==> src/rtl/conv_pkg.sv <==
// Shared layer constants, FSM state encodings and the delay-line payload for
// the convolution loop sequencer.
package conv_pkg;

    localparam int K_DEF        = 5;
    localparam int IN_SIZE_DEF  = 32;
    localparam int OUT_SIZE_DEF = 28;
    localparam int IN_CH_DEF    = 1;
    localparam int OUT_CH_DEF   = 6;
    localparam int RD_LAT_DEF   = 2;
    localparam int ADDR_W       = 16;

    localparam logic [1:0] ST_IDLE  = 2'd0;
    localparam logic [1:0] ST_RUN   = 2'd1;
    localparam logic [1:0] ST_DRAIN = 2'd2;
    localparam logic [1:0] ST_DONE  = 2'd3;

    typedef struct packed {
        logic              valid;
        logic              first;
        logic              last_tap;
        logic [ADDR_W-1:0] out_addr;
    } dl_word_t;

endpackage

==> src/rtl/conv_delay_line.sv <==
// Enable-gated shift register that aligns per-tuple control with the buffer
// read data; dout is din delayed by DEPTH enabled cycles.
module conv_delay_line #(
    parameter int WIDTH = 1,
    parameter int DEPTH = 1
) (
    input  logic             clock,
    input  logic             rst_n,
    input  logic             en,
    input  logic [WIDTH-1:0] din,
    output logic [WIDTH-1:0] dout
);

    logic [WIDTH-1:0] taps [DEPTH];

    always_ff @(posedge clock or negedge rst_n) begin
        if (!rst_n) begin
            for (int i = 0; i < DEPTH; i++) taps[i] <= '0;
        end else if (en) begin
            taps[0] <= din;
            for (int i = 1; i < DEPTH; i++) taps[i] <= taps[i-1];
        end
    end

    assign dout = taps[DEPTH-1];

endmodule

==> src/rtl/conv_loop_sequencer.sv <==
// Address and accumulate/write sequencer for one convolution layer.
// Optional stall input is built only when CONV_STALL_EN is defined.
//
// state    | meaning
// ---------+--------------------------------------------------------------
// ST_IDLE  | waiting for start; counters at tuple 0
// ST_RUN   | one read tuple issued per cycle (rd_en high)
// ST_DRAIN | no new reads; waiting for last product and output write
// ST_DONE  | one-cycle done pulse, then back to idle
module conv_loop_sequencer
    import conv_pkg::*;
#(
    parameter int K        = K_DEF,
    parameter int IN_SIZE  = IN_SIZE_DEF,
    parameter int OUT_SIZE = OUT_SIZE_DEF,
    parameter int IN_CH    = IN_CH_DEF,
    parameter int OUT_CH   = OUT_CH_DEF,
    parameter int RD_LAT   = RD_LAT_DEF
) (
    input  logic        clock,
    input  logic        rst_n,
    input  logic        start,
`ifdef CONV_STALL_EN
    input  logic        stall,
`endif
    output logic        busy,
    output logic        done,
    output logic        rd_en,
    output logic [15:0] ifm_addr,
    output logic [15:0] weight_addr,
    output logic        acc_clr,
    output logic        acc_en,
    output logic        out_we,
    output logic [15:0] out_addr
);

    localparam int DL_DEPTH = RD_LAT + 1;
    localparam int DL_W     = $bits(dl_word_t);

    logic [1:0]  state;
    logic [7:0]  drain_cnt;
    logic [15:0] cnt_m, cnt_r, cnt_c, cnt_n, cnt_i, cnt_j;
    logic        rd_en_q, first_q, last_tap_q, last_q, out_we_q;
    logic [15:0] oaddr_q;
    logic        adv, issue;
    logic        wrap_j, wrap_i, wrap_n, wrap_c, wrap_r, wrap_m;
    logic [15:0] ifm_next, weight_next, oaddr_next;
    dl_word_t    dl_in, dl_out;

`ifdef CONV_STALL_EN
    assign adv = ~stall;
`else
    assign adv = 1'b1;
`endif

    assign wrap_j = (cnt_j == 16'(K - 1));
    assign wrap_i = (cnt_i == 16'(K - 1));
    assign wrap_n = (cnt_n == 16'(IN_CH - 1));
    assign wrap_c = (cnt_c == 16'(OUT_SIZE - 1));
    assign wrap_r = (cnt_r == 16'(OUT_SIZE - 1));
    assign wrap_m = (cnt_m == 16'(OUT_CH - 1));

    // Address math is modulo 2^16, so doing it at 16 bits gives the truncated result.
    assign ifm_next    = cnt_n * 16'(IN_SIZE * IN_SIZE) + (cnt_r + cnt_i) * 16'(IN_SIZE)
                       + cnt_c + cnt_j;
    assign weight_next = cnt_m * 16'(IN_CH * K * K) + cnt_n * 16'(K * K)
                       + cnt_i * 16'(K) + cnt_j;
    assign oaddr_next  = cnt_m * 16'(OUT_SIZE * OUT_SIZE) + cnt_r * 16'(OUT_SIZE) + cnt_c;

    assign issue = adv && (((state == ST_IDLE) && start) || ((state == ST_RUN) && !last_q));

    always_ff @(posedge clock or negedge rst_n) begin
        if (!rst_n) begin
            state     <= ST_IDLE;
            drain_cnt <= '0;
        end else if (adv) begin
            case (state)
                ST_IDLE:  if (start) state <= ST_RUN;
                ST_RUN: begin
                    if (last_q) begin
                        state     <= ST_DRAIN;
                        drain_cnt <= 8'(RD_LAT + 1);
                    end
                end
                ST_DRAIN: begin
                    if (drain_cnt == 8'd0) state <= ST_DONE;
                    else                   drain_cnt <= drain_cnt - 8'd1;
                end
                default:  state <= ST_IDLE;
            endcase
        end
    end

    always_ff @(posedge clock or negedge rst_n) begin
        if (!rst_n) begin
            cnt_m <= '0; cnt_r <= '0; cnt_c <= '0;
            cnt_n <= '0; cnt_i <= '0; cnt_j <= '0;
        end else if (issue) begin
            cnt_j <= wrap_j ? 16'd0 : cnt_j + 16'd1;
            if (wrap_j) begin
                cnt_i <= wrap_i ? 16'd0 : cnt_i + 16'd1;
                if (wrap_i) begin
                    cnt_n <= wrap_n ? 16'd0 : cnt_n + 16'd1;
                    if (wrap_n) begin
                        cnt_c <= wrap_c ? 16'd0 : cnt_c + 16'd1;
                        if (wrap_c) begin
                            cnt_r <= wrap_r ? 16'd0 : cnt_r + 16'd1;
                            if (wrap_r) cnt_m <= wrap_m ? 16'd0 : cnt_m + 16'd1;
                        end
                    end
                end
            end
        end
    end

    // Addresses and tuple tags hold their last value whenever no tuple is issued.
    always_ff @(posedge clock or negedge rst_n) begin
        if (!rst_n) begin
            rd_en_q     <= 1'b0;
            last_q      <= 1'b0;
            ifm_addr    <= '0;
            weight_addr <= '0;
            first_q     <= 1'b0;
            last_tap_q  <= 1'b0;
            oaddr_q     <= '0;
        end else if (adv) begin
            rd_en_q <= issue;
            if (issue) begin
                ifm_addr    <= ifm_next;
                weight_addr <= weight_next;
                first_q     <= (cnt_n == 16'd0) && (cnt_i == 16'd0) && (cnt_j == 16'd0);
                last_tap_q  <= wrap_n && wrap_i && wrap_j;
                oaddr_q     <= oaddr_next;
                last_q      <= wrap_n && wrap_i && wrap_j && wrap_c && wrap_r && wrap_m;
            end else begin
                last_q      <= 1'b0;
            end
        end
    end

    assign dl_in = '{valid: rd_en_q, first: first_q, last_tap: last_tap_q, out_addr: oaddr_q};

    conv_delay_line #(
        .WIDTH (DL_W),
        .DEPTH (DL_DEPTH)
    ) u_delay (
        .clock (clock),
        .rst_n (rst_n),
        .en    (adv),
        .din   (dl_in),
        .dout  (dl_out)
    );

    always_ff @(posedge clock or negedge rst_n) begin
        if (!rst_n) begin
            out_we_q <= 1'b0;
            out_addr <= '0;
        end else if (adv) begin
            out_we_q <= dl_out.valid && dl_out.last_tap;
            if (dl_out.valid && dl_out.last_tap) out_addr <= dl_out.out_addr;
        end
    end

    assign rd_en   = rd_en_q && adv;
    assign acc_en  = dl_out.valid && adv;
    assign acc_clr = dl_out.valid && dl_out.first && adv;
    assign out_we  = out_we_q && adv;
    assign busy    = (state == ST_RUN) || (state == ST_DRAIN);
    assign done    = (state == ST_DONE);

endmodule

==> config.mk <==
export PLATFORM = sky130hd
export DESIGN_NAME = conv_loop_sequencer
export DESIGN_NICKNAME = d
export VERILOG_FILES = /design/src/rtl/conv_pkg.sv /design/src/rtl/conv_delay_line.sv /design/src/rtl/conv_loop_sequencer.sv
export SDC_FILE = /design/constraint.sdc
export NUM_CORES = 1
export LEC_CHECK = 0
export CAP_MARGIN = 15
export CORE_MARGIN = 5
export CORE_UTILIZATION = 60
export DETAILED_ROUTE_END_ITERATION = 10
export PLACE_DENSITY = 0.84
export SETUP_SLACK_MARGIN = 0.4
export SLEW_MARGIN = 20
export SYNTH_ARGS = -nofsm -noshare
export SYNTH_HDL_FRONTEND = slang
export SYNTH_SLANG_ARGS = --single-unit
==> constraint.sdc <==
create_clock -name clock -period 10 [get_ports clock]
set_clock_uncertainty 0.2 [all_clocks]
set_input_delay 2 -clock clock [delete_from_list [all_inputs] [get_ports clock]]
set_output_delay 2 -clock clock [all_outputs]
set_load 0.005 [all_outputs]
==> flow_summary.json, run 1 <==
{
  "min_to": "u_delay.taps[33]$_DFF_PN0_",
  "async_reset_ff_share_pct": 100,
  "die-area_sq_mm": 0.0319,
  "maxSlewViolCount": 0,
  "fin_tns_setup_ns": 0,
  "crit_required_ns": 10.17,
  "hold_class": "register to register",
  "status": "finished, final reports clean",
  "fmax_mhz": 175,
  "cp.buffers_inverters": 4,
  "cts_resized": 0,
  "die_y_um": 179,
  "mostFrequentLayoutCells": "302 x inv_1, 232 x dfrtp_1, 201 x ha_1",
  "cp_top_family": "adder cells",
  "grt_usage_pct": 25.6,
  "power.internal_mw": 1.92,
  "postSynthCellCount": 1688,
  "place.detailed.hpwl_um": 29700,
  "final_cells": 2156,
  "antenna_found_initial": 0,
  "path_class": "register to register",
  "rr_worst_depth": 18,
  "crit_cells": 18,
  "start_util_pct": 61.0,
  "cts_tree": "built",
  "cp.arrival_ns": 5.89,
  "setup_viol": 0,
  "pre_cts_slack_ns": 4.36,
  "gr-total-overflow": 0,
  "drtPass1Iterations": 5,
  "grt_max_degree": 86,
  "h-tree-depth": 1,
  "ir_drop_mv": 0.135,
  "drt-wirelength-per-cell_um": 18.1,
  "rr_startpoint": "cnt_m[0]$_DFFE_PN0P_",
  "coreArea_sq_mm": 0.0279,
  "cts-root-buf": "clkbuf_16",
  "power.density_mw_per_mm2": 146,
  "period_share_pct": 57.1,
  "drt-initial-drc-count": 1122,
  "fin_ws_ns": 4.29,
  "netlist_area_sq_mm": 0.0171,
  "viasPerCell": 5.73,
  "cts_hold_buf": 0,
  "p_sw_uw": 844,
  "syn-num-nets": 2017,
  "grt_pass1_vias": 12800,
  "ant_nets": 0,
  "crit_path_max_incr_delay_ns": 0.66,
  "reg2reg_slack_ns": 4.29,
  "place_area_sq_mm": 0.0181,
  "synth.avg_cell_area_sq_um": 10.1,
  "post-route-min-period_ns": 5.71,
  "synthFlopType": "dfrtp_1",
  "ys_warn_count": 0,
  "crit_path_frequent_cell": "fa_1",
  "worstSetupEndpointType": "register",
  "cts_buffers": 26,
  "layout_commonest_cell": "inv_1",
  "drc": 0,
  "die_w_um": 179,
  "hp-start": "u_delay.taps[52]$_DFF_PN0_",
  "seqPwrFrac_pct": 44.8,
  "worst_pin_slew_ns": 0.994,
  "ys_seq_area_share_pct": 34.0,
  "postCtsSetupBuffers": 0,
  "syn_to_final_growth_pct": 10.9,
  "r2r_end": "weight_addr[15]$_DFFE_PN0P_",
  "io_buffers": 56,
  "crit_path_start_kind": "register",
  "p_leak_nw": 9.37,
  "io_pins": 57,
  "timing.hold.ws_ns": 0.146,
  "cp_max_fo": 10,
  "yosysUniqueCellTypes": 68,
  "cap_violations": 0,
  "power.share.clock_pct": 33.6,
  "clk_latency_ns": 0.53,
  "min_path_cells": 0,
  "p_total_mw": 2.76,
  "antenna_cells": 0,
  "gp_congestion": 0.981,
  "drive_above_1_share_pct": 5.06,
  "grt_pass1_wl_um": 65100,
  "hold_viol": 0,
  "clockBufferDepth": 3,
  "synth-seq-cells": 232,
  "dp_cells": 2108,
  "comb_power_share_pct": 21.6,
  "slew_headroom_pct": 33.1,
  "finalWirelength_um": 39000,
  "power.share.switching_pct": 30.6,
  "crit_path_top_delay_cell": "dfrtp_1",
  "worstPathCellList": "ha_1, inv_1, fa_1, inv_1, fa_1, fa_1, inv_1, fa_1, fa_1, inv_1, ha_1, o21ai_0, o21bai_1, o41ai_1, a31oi_1, a31oi_1, xnor2_1, a21oi_1",
  "rows": 61,
  "final_cell_area_sq_mm": 0.0189,
  "final_nets": 2087,
  "num_vias": 12400,
  "clock-sinks": 232,
  "final_util_pct": 67.7,
  "synth_edf_count": 0,
  "grt_setup_unrepaired": "false",
  "clk_pin_slew_ns": 0.06
}
## worst register-to-register path, cell delays in order, from the launching register on
cell and delay (ns):
dfrtp_1 0.66, ha_1 0.24, inv_1 0.05, fa_1 0.47, inv_1 0.05, fa_1 0.47
fa_1 0.54, inv_1 0.05, fa_1 0.49, fa_1 0.51, inv_1 0.04, ha_1 0.34
o21ai_0 0.10, o21bai_1 0.12, o41ai_1 0.52, a31oi_1 0.24, a31oi_1 0.25, xnor2_1 0.14
a21oi_1 0.08
## worst max path at each step
stage | startpoint | to | slack, ns
after floorplan | cnt_n[2]$_DFFE_PN0P_ | weight_addr[15]$_DFFE_PN0P_ | 4.88
after global placement | cnt_m[0]$_DFFE_PN0P_ | weight_addr[15]$_DFFE_PN0P_ | 4.47
after detailed placement | cnt_m[0]$_DFFE_PN0P_ | weight_addr[15]$_DFFE_PN0P_ | 4.36
after CTS | cnt_m[0]$_DFFE_PN0P_ | weight_addr[15]$_DFFE_PN0P_ | 4.37
after global routing | cnt_m[0]$_DFFE_PN0P_ | weight_addr[15]$_DFFE_PN0P_ | 3.94
final | cnt_m[0]$_DFFE_PN0P_ | weight_addr[15]$_DFFE_PN0P_ | 4.29
## power groups by stage
stage	combinational, mW	clock [mW]	sequential [mW]
global placement	0.556	0	1.24
detailed placement	0.588	0	1.25
CTS	0.601	0.943	1.24
floorplan	0.338	0	1.22
finish	0.597	0.928	1.24
global route	0.673	0.984	1.26
## state kept, by name, summed over array words and instances, names as in the netlist, 2 cells and up
| register | flops |
|---|---|
| cnt_r | 16 |
| oaddr_q | 16 |
| ifm_addr | 16 |
| state | 2 |
| weight_addr | 16 |
| u_delay.taps | 38 |
| cnt_i | 16 |
| drain_cnt | 8 |
| cnt_j | 16 |
| u_delay.dout | 19 |
| cnt_c | 16 |
| out_addr | 16 |
| cnt_m | 16 |
| cnt_n | 16 |
## area by class of cell
class / count / area [sq um]
timing repair buffer: 62 / 614
tap: 378 / 473
fill: 2105 / 9020
clock inverter: 14 / 100
inverter: 303 / 1140
sequential: 232 / 5810
clock buffer: 34 / 742
multi-input combinational: 1133 / 10000
## synthesized netlist by cell type (4+ instances only)
cell | n | share of area (%)
nor2_1 | 85 | 1.9
a21oi_1 | 69 | 2.0
o41ai_1 | 7 | 0.36
o21a_1 | 14 | 0.62
dfrtp_1 | 232 | 34
nor3b_1 | 5 | 0.22
o21ai_1 | 23 | 0.67
nor3_1 | 21 | 0.62
mux2_2 | 18 | 1.2
xnor2_1 | 106 | 5.4
o21ai_0 | 63 | 1.8
a21o_1 | 18 | 0.79
and4_1 | 6 | 0.31
xor2_1 | 34 | 1.7
or4_1 | 5 | 0.22
ha_1 | 201 | 15
nand3_1 | 45 | 1.3
nand4_1 | 17 | 0.62
inv_1 | 302 | 6.6
a31oi_1 | 9 | 0.33
clkbuf_1 | 15 | 0.33
o31ai_1 | 9 | 0.40
a211oi_1 | 6 | 0.26
or3_1 | 12 | 0.44
o21bai_1 | 10 | 0.44
mux2i_1 | 4 | 0.23
nor4_1 | 15 | 0.55
and3_1 | 14 | 0.51
nand2b_1 | 11 | 0.40
fa_1 | 125 | 15
nand2_1 | 124 | 2.7
and2_1 | 5 | 0.18
nor2b_1 | 8 | 0.29
## kinds of logic after synthesis
| group | Yosys count | synth area share, % |
|---|---|---|
| compound gates | 250 | 8.97 |
| fa+ha+maj | 326 | 29.4 |
| simple gates | 393 | 11.6 |
| mux | 23 | 1.49 |
| flops | 232 | 34.0 |
| xor+xnor | 141 | 7.32 |
| buf+inv | 323 | 7.17 |
## per-layer routing
layer	share of wire, %	up-vias	global-route usage (%)
li1	-	5689	-
met1	41	6148	34.1
met2	49	428	43.5
met3	6.9	96	3.65
met4	3.3	0	8.12
met5	0	-	0
Power figures use the tool's default switching activity.
==> inputs of run 2 (changes only) <==
--- a/config.mk
+++ b/config.mk
@@ -7,7 +7,7 @@
 export LEC_CHECK = 0
 export CAP_MARGIN = 15
 export CORE_MARGIN = 5
-export CORE_UTILIZATION = 60
+export CORE_UTILIZATION = 57
 export DETAILED_ROUTE_END_ITERATION = 10
 export PLACE_DENSITY = 0.84
 export SETUP_SLACK_MARGIN = 0.4
==> constraint.sdc (replaced) <==
create_clock -name clock -period 5.2 [get_ports clock]
set_clock_uncertainty 0.2 [all_clocks]
set_input_delay 1.04 -clock clock [delete_from_list [all_inputs] [get_ports clock]]
set_output_delay 1.04 -clock clock [all_outputs]
set_load 0.005 [all_outputs]
==> run 2 against run 1 <==
  * Utilization up 0.76 points
  * Non-clock buffer count increased by 83
  * First-iteration DRC count is 12% higher
  * Sequential power up 94%
  * Worst setup slack lost 4.2 ns
  * Sequential share of layout area down 1.9 points
  * Final area up 7.0%
  * Combinational power grew 100%
  * Largest power group unchanged
==> flow_summary.json, run 2 (synthesis results as in run 1) <==
{
  "gp_congestion": 0.967,
  "power.share.switching_pct": 30.8,
  "period_share_pct": 98.2,
  "mostFrequentLayoutCells": "283 x inv_1, 210 x dfrtp_1, 172 x ha_1",
  "maxSlewViolCount": 0,
  "crit_required_ns": 5.40,
  "grt_usage_pct": 25.7,
  "antenna_found_initial": 0,
  "post-route-min-period_ns": 5.10,
  "io_pins": 57,
  "drc": 0,
  "clk_latency_ns": 0.54,
  "drt-initial-drc-count": 1261,
  "clock-sinks": 232,
  "grt_pass1_vias": 13400,
  "fin_ws_ns": 0.0952,
  "regMostFlops": "u_delay.taps",
  "cts_buffers": 26,
  "slew_headroom_pct": 26.0,
  "grt_use_met2_pct": 43.0,
  "grtUsageMet3_pct": 4.54,
  "hold_class": "register to register",
  "p_leak_nw": 9.82,
  "power.internal_mw": 3.81,
  "worst_pin_slew_ns": 1.10,
  "setup_viol": 0,
  "drt-wirelength-per-cell_um": 19.9,
  "grt_setup_unrepaired": "true",
  "die-area_sq_mm": 0.0335,
  "cp.arrival_ns": 5.30,
  "drive_above_1_share_pct": 15.1,
  "grt_max_degree": 132,
  "cts_tree": "built",
  "pre_cts_slack_ns": -0.374,
  "antenna_cells": 0,
  "cp_max_fo": 5,
  "syn_to_final_growth_pct": 18.7,
  "worstSetupEndpointType": "register",
  "rows": 63,
  "grt_use_met1_pct": 33.6,
  "p_total_mw": 5.50,
  "comb_power_share_pct": 22.1,
  "power.density_mw_per_mm2": 272,
  "gr-total-overflow": 0,
  "largest_reg_flops": 38,
  "place_area_sq_mm": 0.0185,
  "fin_tns_setup_ns": 0,
  "final_nets": 2170,
  "clk_pin_slew_ns": 0.07,
  "grt_pass1_wl_um": 69700,
  "seqPwrFrac_pct": 43.6,
  "die_w_um": 183,
  "layout_commonest_cell": "inv_1",
  "busiest_layer": "met2",
  "path_class": "register to register",
  "cts-root-buf": "clkbuf_16",
  "coreArea_sq_mm": 0.0296,
  "cap_violations": 0,
  "ant_nets": 0,
  "status": "finished, final reports clean",
  "place.detailed.hpwl_um": 30900,
  "final_cell_area_sq_mm": 0.0202,
  "drtPass1Iterations": 5,
  "io_buffers": 56,
  "p_sw_mw": 1.69,
  "start_util_pct": 57.7,
  "power.share.clock_pct": 34.3,
  "crit_path_start_kind": "register",
  "num_vias": 13000,
  "h-tree-depth": 1,
  "ir_drop_mv": 0.224,
  "die_y_um": 183,
  "viasPerCell": 5.77,
  "hold_viol": 0,
  "fmax_mhz": 196,
  "finalWirelength_um": 44800,
  "clockBufferDepth": 3
}
==> run 2: area by class of cell <==
cell class,instances,area [sq um]
clock buffers,37,763
multi-input cells,1133,10600
well taps,390,488
clock inverters,9,110
flip-flops and latches,232,5830
fillers,2003,9320
repair buffers,145,1280
inverters,303,1140
==> run 2: routing by layer <==
metal	part of all wire (%)	vias up	routed length (um)
met3	6.9	165	3080
met2	48	554	21500
li1	-	5844	-
met4	5.0	0	2220
met5	0	-	0
met1	40	6404	17900
==> run 2: worst max-delay path, cell delays in order, from the launching register on <==
cell and delay [ns]:
dfrtp_2 0.45, ha_1 0.35, xor2_1 0.16, ha_1 0.30
fa_1 0.51, fa_1 0.52, inv_1 0.06, fa_1 0.48
fa_1 0.52, inv_2 0.05, ha_4 0.23, o21ai_1 0.10
o21bai_2 0.13, o41ai_4 0.32, a31oi_2 0.17, a31oi_1 0.20
xnor2_1 0.14, a21oi_1 0.08
==> run 2: power by group through the flow <==
stage	logic (mW)	clock network [mW]	registers [mW]
2_1_floorplan	0.653	0	2.35
3_3_place_gp	1.09	0	2.38
3_5_place_dp	1.15	0	2.41
4_1_cts	1.19	1.90	2.39
5_1_grt	1.34	1.99	2.44
6_report	1.22	1.89	2.40
==> run 2: path summary, 6_finish.rpt <==
kind                                          endpoint  cells past startpoint                  startpoint  slack, ns
min in group asynchronous   weight_addr[4]$_DFFE_PN0P_                      1                       rst_n       0.20
max reg2reg                weight_addr[15]$_DFFE_PN0P_                     17        cnt_n[1]$_DFFE_PN0P_        0.1
max                        weight_addr[15]$_DFFE_PN0P_                     17        cnt_n[1]$_DFFE_PN0P_        0.1
max in group asynchronous   u_delay.taps[30]$_DFF_PN0_                      3                       rst_n       3.42
min reg2reg                 u_delay.dout[13]$_DFF_PN0_                      0  u_delay.taps[32]$_DFF_PN0_       0.14
min                         u_delay.dout[13]$_DFF_PN0_                      0  u_delay.taps[32]$_DFF_PN0_       0.14
==> run 2: stage by stage <==
step	hold WS, ns	cells	utilization (%)
2_1_floorplan	0.131	1688	-
5_1_grt	0.158	2249	68.5
6_report	0.143	2249	68.5
3_3_place_gp	0.131	2157	62.7
4_1_cts	0.148	2231	66.8
3_5_place_dp	0.135	2157	62.7
==> run 2: timing repair <==
item,CTS,global route
buffers inserted,28,17
hold buffers,0,0
setup endpoints to repair,10,14
resized for setup,33,72
pin swaps,17,33
